`src/rtl/whack_pkg.sv`:
```
// -----------------------------------------------------------------------------
// whack_pkg
// Shared types, constants and helpers for the whack-a-mole round controller.
//   state_t      : round FSM states (IDLE, PLAY, DONE)
//   bcd2_t       : two-digit BCD value {tens, ones}
//   BCD_W        : width of one BCD digit
//   MAX_MOLES    : largest supported mole count
//   LFSR_TAPS    : feedback mask for the 8-bit Fibonacci LFSR (taps 8,6,5,4)
//   bcd_inc_sat  : two-digit BCD increment saturating at 99
//   bcd_gt       : two-digit BCD greater-than (tens first, then ones)
// -----------------------------------------------------------------------------
package whack_pkg;

  typedef enum logic [1:0] {
    IDLE = 2'd0,
    PLAY = 2'd1,
    DONE = 2'd2
  } state_t;

  localparam int BCD_W     = 4;
  localparam int MAX_MOLES = 4;

  // Bit n-1 set for each tap n of the polynomial x^8 + x^6 + x^5 + x^4 + 1.
  localparam logic [7:0] LFSR_TAPS = 8'b1011_1000;

  typedef struct packed {
    logic [BCD_W-1:0] tens;
    logic [BCD_W-1:0] ones;
  } bcd2_t;

  function automatic bcd2_t bcd_inc_sat(input bcd2_t v);
    bcd2_t r;
    r = v;
    if (v.tens == 4'd9 && v.ones == 4'd9) begin
      r = v;
    end else if (v.ones == 4'd9) begin
      r.ones = '0;
      r.tens = v.tens + 4'd1;
    end else begin
      r.ones = v.ones + 4'd1;
    end
    return r;
  endfunction

  function automatic logic bcd_gt(input bcd2_t a, input bcd2_t b);
    return (a.tens > b.tens) || ((a.tens == b.tens) && (a.ones > b.ones));
  endfunction

endpackage

```
`src/rtl/whack_lfsr8.sv`:
```
// -----------------------------------------------------------------------------
// whack_lfsr8
// Free-running 8-bit Fibonacci LFSR used to pick the next mole.
//   ClockIn : system clock
//   Reset   : synchronous, active-high; loads SEED (must be nonzero)
//   lfsr_o  : current LFSR state
// -----------------------------------------------------------------------------
module whack_lfsr8
  import whack_pkg::*;
#(
  parameter logic [7:0] SEED = 8'hA5
) (
  input  logic       ClockIn,
  input  logic       Reset,
  output logic [7:0] lfsr_o
);

  logic [7:0] lfsr_q;
  logic [7:0] lfsr_d;

  always_comb begin
    lfsr_d = {lfsr_q[6:0], ^(lfsr_q & LFSR_TAPS)};
  end

  always_ff @(posedge ClockIn) begin
    if (Reset) begin
      lfsr_q <= SEED;
    end else begin
      lfsr_q <= lfsr_d;
    end
  end

  assign lfsr_o = lfsr_q;

endmodule

```
`src/rtl/whack_round_ctrl.sv`:
```
// -----------------------------------------------------------------------------
// whack_round_ctrl
// Round controller and score keeper for the whack-a-mole game. Starts and ends
// rounds against the game timer, lights one mole at a time, detects hits on
// the key inputs and keeps a saturating two-digit BCD score.
//
// Ports
//   ClockIn     : system clock (50 MHz)
//   Reset       : synchronous, active-high
//   start_key   : start button level (synchronised)
//   keys        : whack button levels, one per mole (synchronised)
//   tick        : one-cycle 1 Hz enable from the rate divider
//   time_up     : round-expired flag from the game timer
//   game_start  : high while a round is in play
//   game_done   : high after a round has ended
//   mole        : one-hot lit mole, zero when none is lit
//   score_ones  : BCD units of current score
//   score_tens  : BCD tens of current score
//   high_ones   : BCD units of best score
//   high_tens   : BCD tens of best score
//
// Build option
//   WHACK_HIGH_SCORE_EN : when defined, keeps a best-score register updated at
//                         the end of every round; otherwise high_* read zero.
// -----------------------------------------------------------------------------
module whack_round_ctrl
  import whack_pkg::*;
#(
  parameter int         NUM_MOLES  = 4,
  parameter int         MOLE_TICKS = 2,
  parameter logic [7:0] LFSR_SEED  = 8'hA5
) (
  input  logic                 ClockIn,
  input  logic                 Reset,
  input  logic                 start_key,
  input  logic [NUM_MOLES-1:0] keys,
  input  logic                 tick,
  input  logic                 time_up,
  output logic                 game_start,
  output logic                 game_done,
  output logic [NUM_MOLES-1:0] mole,
  output logic [BCD_W-1:0]     score_ones,
  output logic [BCD_W-1:0]     score_tens,
  output logic [BCD_W-1:0]     high_ones,
  output logic [BCD_W-1:0]     high_tens
);

  localparam int         IDX_W       = (NUM_MOLES == 4) ? 2 : 1;
  localparam logic [3:0] MOLE_RELOAD = 4'(MOLE_TICKS - 1);

  state_t                 state_q;
  logic                   game_start_q;
  logic                   game_done_q;
  logic [NUM_MOLES-1:0]   mole_q;
  bcd2_t                  score_q;
  bcd2_t                  score_d;
  logic [3:0]             spawn_cnt_q;
  logic                   start_q;
  logic                   start_prev_q;
  logic [NUM_MOLES-1:0]   keys_q;
  logic [NUM_MOLES-1:0]   keys_prev_q;

  logic [7:0]             lfsr_w;
  logic                   lfsr_unused;
  logic                   start_press;
  logic [NUM_MOLES-1:0]   key_press;
  logic                   hit;
  logic [NUM_MOLES-1:0]   spawn_mole;

  whack_lfsr8 #(
    .SEED (LFSR_SEED)
  ) u_lfsr (
    .ClockIn (ClockIn),
    .Reset   (Reset),
    .lfsr_o  (lfsr_w)
  );

  // Only the low index bits choose the mole; the rest just keep the sequence long.
  assign lfsr_unused = ^lfsr_w;

  assign start_press = start_q & ~start_prev_q;
  assign key_press   = keys_q & ~keys_prev_q;
  // mole_q is one-hot, so any number of simultaneous presses yields one hit at most.
  assign hit         = |(key_press & mole_q);
  assign spawn_mole  = NUM_MOLES'(1) << lfsr_w[IDX_W-1:0];

  always_comb begin
    score_d = score_q;
    if (state_q == PLAY && hit) begin
      score_d = bcd_inc_sat(score_q);
    end
  end

  always_ff @(posedge ClockIn) begin
    if (Reset) begin
      state_q      <= IDLE;
      game_start_q <= 1'b0;
      game_done_q  <= 1'b0;
      mole_q       <= '0;
      score_q      <= '0;
      spawn_cnt_q  <= '0;
      start_q      <= 1'b0;
      start_prev_q <= 1'b0;
      keys_q       <= '0;
      keys_prev_q  <= '0;
    end else begin
      start_q      <= start_key;
      start_prev_q <= start_q;
      keys_q       <= keys;
      keys_prev_q  <= keys_q;

      case (state_q)
        IDLE, DONE: begin
          if (start_press) begin
            state_q      <= PLAY;
            game_start_q <= 1'b1;
            game_done_q  <= 1'b0;
            score_q      <= '0;
            mole_q       <= spawn_mole;
            spawn_cnt_q  <= MOLE_RELOAD;
          end
        end
        PLAY: begin
          score_q <= score_d;
          if (time_up) begin
            // Expiry wins over any tick in the same cycle: no spawn.
            state_q      <= DONE;
            game_start_q <= 1'b0;
            game_done_q  <= 1'b1;
            mole_q       <= '0;
          end else if (tick && spawn_cnt_q == '0) begin
            // A spawn overrides the clear-on-hit; the hit was already scored.
            mole_q      <= spawn_mole;
            spawn_cnt_q <= MOLE_RELOAD;
          end else begin
            if (tick) begin
              spawn_cnt_q <= spawn_cnt_q - 4'd1;
            end
            if (hit) begin
              mole_q <= '0;
            end
          end
        end
        default: begin
          state_q      <= IDLE;
          game_start_q <= 1'b0;
          game_done_q  <= 1'b0;
          mole_q       <= '0;
        end
      endcase
    end
  end

`ifdef WHACK_HIGH_SCORE_EN
  bcd2_t high_q;

  // Compare against score_d so a hit landing with time_up is included.
  always_ff @(posedge ClockIn) begin
    if (Reset) begin
      high_q <= '0;
    end else if (state_q == PLAY && time_up && bcd_gt(score_d, high_q)) begin
      high_q <= score_d;
    end
  end

  assign high_ones = high_q.ones;
  assign high_tens = high_q.tens;
`else
  assign high_ones = '0;
  assign high_tens = '0;
`endif

  assign game_start = game_start_q;
  assign game_done  = game_done_q;
  assign mole       = mole_q;
  assign score_ones = score_q.ones;
  assign score_tens = score_q.tens;

endmodule

```
`config.mk`:
```
export PLATFORM = sky130hd
export DESIGN_NAME = whack_round_ctrl
export DESIGN_NICKNAME = d
export VERILOG_FILES = /design/src/rtl/whack_pkg.sv /design/src/rtl/whack_lfsr8.sv /design/src/rtl/whack_round_ctrl.sv
export SDC_FILE = /design/constraint.sdc
export NUM_CORES = 1
export LEC_CHECK = 0
export ABC_AREA = 1
export CAP_MARGIN = 20
export CORE_ASPECT_RATIO = 0.8
export CORE_MARGIN = 1.5
export CORE_UTILIZATION = 45
export DETAILED_ROUTE_END_ITERATION = 8
export DONT_BUFFER_PORTS = 1
export GPL_TIMING_DRIVEN = 0
export PLACE_DENSITY_LB_ADDON = 0.05
export SKIP_LAST_GASP = 1
export SLEW_MARGIN = 40
export SYNTH_ARGS = -nofsm -noshare
export SYNTH_HDL_FRONTEND = slang
export SYNTH_SLANG_ARGS = --single-unit
```
`constraint.sdc`:
```
create_clock -name ClockIn -period 1.6 [get_ports ClockIn]
set_clock_uncertainty 0.2 [all_clocks]
set_input_delay 0.48 -clock ClockIn [delete_from_list [all_inputs] [get_ports ClockIn]]
set_output_delay 0.48 -clock ClockIn [all_outputs]
set_load 0.005 [all_outputs]
```
## Word-level counts from Yosys, hierarchy flattened

Index checks and enable logic that the tools add are counted.

- Word-level logic and storage cells: 72
- Flip-flop bits (word level): 38
- Output and inout bits: 22
- Input port bits: 9

- Shift operators: 1
- Add/sub/neg operators: 3
- Bitwise gates (word level): 5
- Reduce and logical (&&, ||, !) cells: 14
- Equal/unequal tests: 12
- Muxes and demuxes: 25

Operators by type and width:

| kind | count |
|---|---|
| $mux W4 | 10 |
| $mux W8 | 3 |
| $pmux W4 S2 | 2 |
| $pmux W8 S2 | 1 |
| $add A4 B1 Y4 const B | 2 |
| $and A4 B4 Y4 | 2 |
| $eq A4 B4 Y1 const B | 2 |
| $ne A2 B2 Y1 const B | 4 |
| $reduce_and A4 Y1 | 2 |
| $reduce_xor A8 Y1 | 1 |
| $reduce_and A5 Y1 | 1 |
| $logic_not A4 Y1 | 1 |
| $mux W1 | 4 |
| $mux W2 | 2 |
| $ne A2 B1 Y1 const B | 2 |
| $ne A4 B3 Y1 const B | 1 |
| $not A4 Y4 | 1 |
| $pmux W1 S2 | 2 |
| $pmux W2 S2 | 1 |
| $reduce_and A2 Y1 | 2 |
| $reduce_or A4 Y1 | 1 |
| $shl A1 B2 Y4 const A | 1 |
| $sub A4 B1 Y4 const B | 1 |
| $logic_and A1 B1 Y1 | 3 |
| 8 further kinds | 8 |

## Longest topological paths before layout

- Depth after elaboration: 8
- Gate-level depth with buffers: 10
- Mapped depth without buffers: 10

## Modules after synthesis

A second synthesis with hierarchy kept.

- Cells, all modules: 262
- Area total of the unflattened synthesis: 1896.8 sq um

Modules (own cells, without submodules):

| module | area an instance (sq um) | instances | cells each | sequential area each (sq um) |
|---|---|---|---|---|
| whack_round_ctrl | 1569.0 | 1 | 218 | 560.5 |
| whack_lfsr8 | 327.8 | 1 | 44 | 160.2 |

## Worst setup path after synthesis

OpenSTA, ideal clock, no wires.

- Path kind: register to register
- Start: reg spawn_cnt_q[0]
- End: reg mole_q[0], in the netlist mole[0]
- Setup time: 0.113 ns
- Data arrival time: 1.227 ns
- Required time: 1.287 ns
- Stages on the path, launching flop included: 11
- Path buffers: 0
- Setup slack: 0.059 ns
- Clock period less this slack: 1.541 ns
- Cells stage by stage: dfxtp_1 > inv_1 > ha_1 > nand2_1 > nor2_1 > nor2_1 > nand3_1 > nand2_1 > nand2_1 > nand2_1 > nor2_1

- Cells in the longest elaborated chain, start to end: 5
- Elaborated cells between the ends (all ways): 7
- Those cells by class: 1 x eq/ne; 3 x mux; 3 x reduce/logical

Ends and longest elaborated chain:

| item | line | source |
|---|---|---|
| start: declaration | whack_round_ctrl.sv:57 | `logic [3:0] spawn_cnt_q;` |
| start signal: assignment | whack_round_ctrl.sv:137 | `spawn_cnt_q <= spawn_cnt_q - 4'd1;` |
| $logic_not A4 Y1 (*) | whack_round_ctrl.sv:131 | `end else if (tick && spawn_cnt_q == '0) begin` |
| $logic_and A1 B1 Y1 (*) | whack_round_ctrl.sv:131 |  |
| $mux W4 | whack_round_ctrl.sv:131 |  |
| $mux W4 | whack_round_ctrl.sv:125 | `if (time_up) begin` |
| $pmux W4 S2 | whack_round_ctrl.sv:112 | `case (state_q)` |
| end signal: assignment | whack_round_ctrl.sv:119 | `mole_q <= spawn_mole;` |
| end signal: assignment | whack_round_ctrl.sv:133 | `mole_q <= spawn_mole;` |
| end: declaration | whack_round_ctrl.sv:54 | `logic [NUM_MOLES-1:0] mole_q;` |

Every way passes the cells marked *; elsewhere a longest branch is shown, timed or not.
A chain may end at the register's enable or synchronous reset.

## Worst setup path in the final report

- Start: reg start_q
- End: reg score_q (netlist bit score_ones[1])

- Cells in the longest elaborated chain, start to end: 3

Ends and longest elaborated chain:

| item | line | source |
|---|---|---|
| start: declaration | whack_round_ctrl.sv:58 | `logic start_q;` |
| start signal: assignment | whack_round_ctrl.sv:107 | `start_q <= start_key;` |
| $and A1 B1 Y1 | whack_round_ctrl.sv:81 | `assign start_press = start_q & ~start_prev_q;` |
| $ne A2 B2 Y1 (no source line) | -- |  |
| $reduce_and A4 Y1 (no source line) | -- |  |
| end signal: assignment | whack_round_ctrl.sv:124 | `score_q <= score_d;` |
| end: declaration | whack_round_ctrl.sv:55 | `bcd2_t score_q;` |

Every way passes these cells.

==> run metrics <==
Syn Inst Count=259; Post-synth EDFFs=0; # diodes=0; dpl ws=-0.1221 ns; P_leak=1.012 nW; Synth top cells by count=nand2_1, inv_1, nor2_1; CTS tree=yes; DRT Wirelength=3427 µm; RSZ-0062 raised after global routing=yes; nets@finish=about 300; Worst Setup End Kind=register; CTS root buf=clkbuf_8; Final Hold Vio Count=0; crit path max fanout=5; reg2reg setup slack=0.07 ns; Layout Cell Area excl Fill=0.002140 mm²; area grow syn2layout=20.76%; drt first pass iters=4; DRT antenna net count=0; Fmax=651.5 MHz; pwr dens=956.8 mW/mm²; top cells by area, synth=dfxtp_1, nand2_1, inv_1; part of the power in the clock network=a little under a third; Tcrit/Tclk final=between 90% and 100%; Data arrival, critical path=1.52 ns; via count=1510; DRC=0; Cell Area, Synth=0.001772 mm²; vias in the first global route=approximately 1.3k; YS warnings=0; Non-Filler Instances=roughly 340; Final HPWL DP=roughly 2300 µm; worst-skew pair later-pin latency=0.29 ns; pin count of the biggest net entering global routing=12; post-DR vias/cell=4.467; gr ovfl total=0; initial DRC count=49; switching power=587.1 µW; top cell type's share of synthesized area=a little over two fifths; clock-pin slew on the worst setup and hold paths=0.07 ns; Max Slew Vio Count=0; Async SR Flop Fraction=0%; Final WS setup=around 0.065 ns; cell count after placement=321; Final Setup Violations=0; Max clock buf depth=2; most instantiated library cell after synthesis=nand2_1; Seq/Total Area, Yosys=42.94%; Cell variety after synth=26; drt wl/cell=10.14 µm; status=complete, no violations; crit path kind=reg -> reg; combinational fraction of design power=between 15 and 20%; syn_area_per_cell=6.841 µm²; Die ar.=around 0.0043 mm²; GR Util All Layers=17.09%; Yosys reg bits=38; Worst Hold Class=in -> reg; global-route wire length before repair=about 5700 µm; WP data required=1.58 ns; fraction of layout cells with a size suffix above 1=22.26%; Internal Power=between 1 and 1.5 mW; starting density of the core=46.89%; RD Place Congestion=0.7723; time the worst path needs with I/O delays and setup=1.535 ns; hold_ws=0.09071 ns; Finished Core Util=56.62%; # IOs=31; CP Launch Type=register; Seq pwr share=about 53%; switch share=about 29%; Chip Height=59.12 µm; H-Tree Depth=2; row count=20; Max-Cap Viols=0; Synth area leader=dfxtp_1; clk sinks=38; IO buf count=0; initial antenna violation count=0; Core Region=about 0.0038 mm²; CTS buffer count=5; Die Width=73.15 µm; Max rail drop VDD=646.7 µV; area of placed instances=0.001867 mm²; CTS Hold Buffers Added=0; Main synth FF type=dfxtp_1
layout by cell type (no fill, tap or decap), types with 8 or more instances in the layout:
cell	netlist	routed
nand2_1	54	49
a21oi_1	11	11
dfxtp_1	38	30
buf_4	8	18
inv_1	45	42
nand3_1	20	18
conb_1	1	8
nor2_1	43	39
power by group through the flow:
| stage | Clock (mW) | Sequential (mW) | Combinational, mW |
|---|---|---|---|
| 5_1_grt | 0.686 | 1.08 | 0.412 |
| 2_1_floorplan | 0 | 1.08 | 0.234 |
| 3_5_place_dp | 0 | 1.09 | 0.276 |
| 3_3_place_gp | 0 | 1.09 | 0.274 |
| 6_report | 0.622 | 1.07 | 0.350 |
| 4_1_cts | 0.636 | 1.07 | 0.289 |
path summary, 6_finish.rpt:
path                                     from                     endpoint  cells past startpoint
setup reg to reg           start_q$_SDFF_PP0_   score_ones[1]$_SDFFE_PP0P_                      8
setup / recovery           start_q$_SDFF_PP0_   score_ones[1]$_SDFFE_PP0P_                      8
hold reg to reg   u_lfsr.lfsr_o[6]$_SDFF_PP0_  u_lfsr.lfsr_o[7]$_SDFF_PP1_                      1
hold / removal                      start_key           start_q$_SDFF_PP0_                      2
critical path, cell delays in order, from the launching register on:
cell and delay (ns):
dfxtp_2 0.34, inv_2 0.05, o21ai_4 0.23, nand2_2 0.11, a21oi_4 0.15, buf_6 0.14, nand3b_1 0.10, nand3_1 0.08
nand2_1 0.05
layout make-up:
cell class / count / area (µm²)
Fill cell: 375 / 1639
Tap cell: 55 / 68.82
Clock inverter: 2 / 10.01
Inverter: 47 / 178.9
Sequential cell: 38 / 778.2
Buffer: 13 / 86.33
Clock buffer: 5 / 68.82
Timing Repair Buffer: 10 / 75.07
Multi-Input combinational cell: 168 / 873.3
registers in the layout, indices dropped and copies added (netlist names):
signal	flops
mole	4
spawn_cnt_q	4
game_done	1
start_q	1
score_tens	4
u_lfsr.lfsr_o	8
game_start	1
state_q	2
score_ones	4
keys_prev_q	4
keys_q	4
start_prev_q	1
kinds of logic after synthesis:
| group | Yosys count | share of synthesized area [%] |
|---|---|---|
| AOI/OAI and AO/OA | 19 | 5.862 |
| xor gates and xnor gates | 2 | 0.9889 |
| adders and majority gates | 3 | 2.119 |
| buffers and inverters | 60 | 14.83 |
| DFF | 38 | 42.94 |
| other | 1 | 0.2117 |
| and+or+nand+nor | 136 | 33.05 |
timing repair:
action / CTS / global route
resized for setup: 9 / 31
cloned: 0 / 1
endpoints found under the setup margin: 14 / 16
buffers inserted: 2 / 7
pin swaps: 4 / 11
stage by stage:
stage / power (mW) / TNS, ns
2_1_floorplan: 1.311 / 0
3_3_place_gp: 1.367 / -1.229
3_5_place_dp: 1.369 / -1.761
4_1_cts: 1.998 / 0
5_1_grt: 2.181 / -0.1776
6_report: 2.047 / 0
routing by layer:
metal	up-vias	GRT usage, %	wire length (µm)
met3	7	4.762	183
met5	-	0	0
li1	822	-	-
met1	646	22.30	1691
met4	0	5.660	48
met2	35	27.40	1504
No activity file was read; power rests on OpenSTA's default activity.
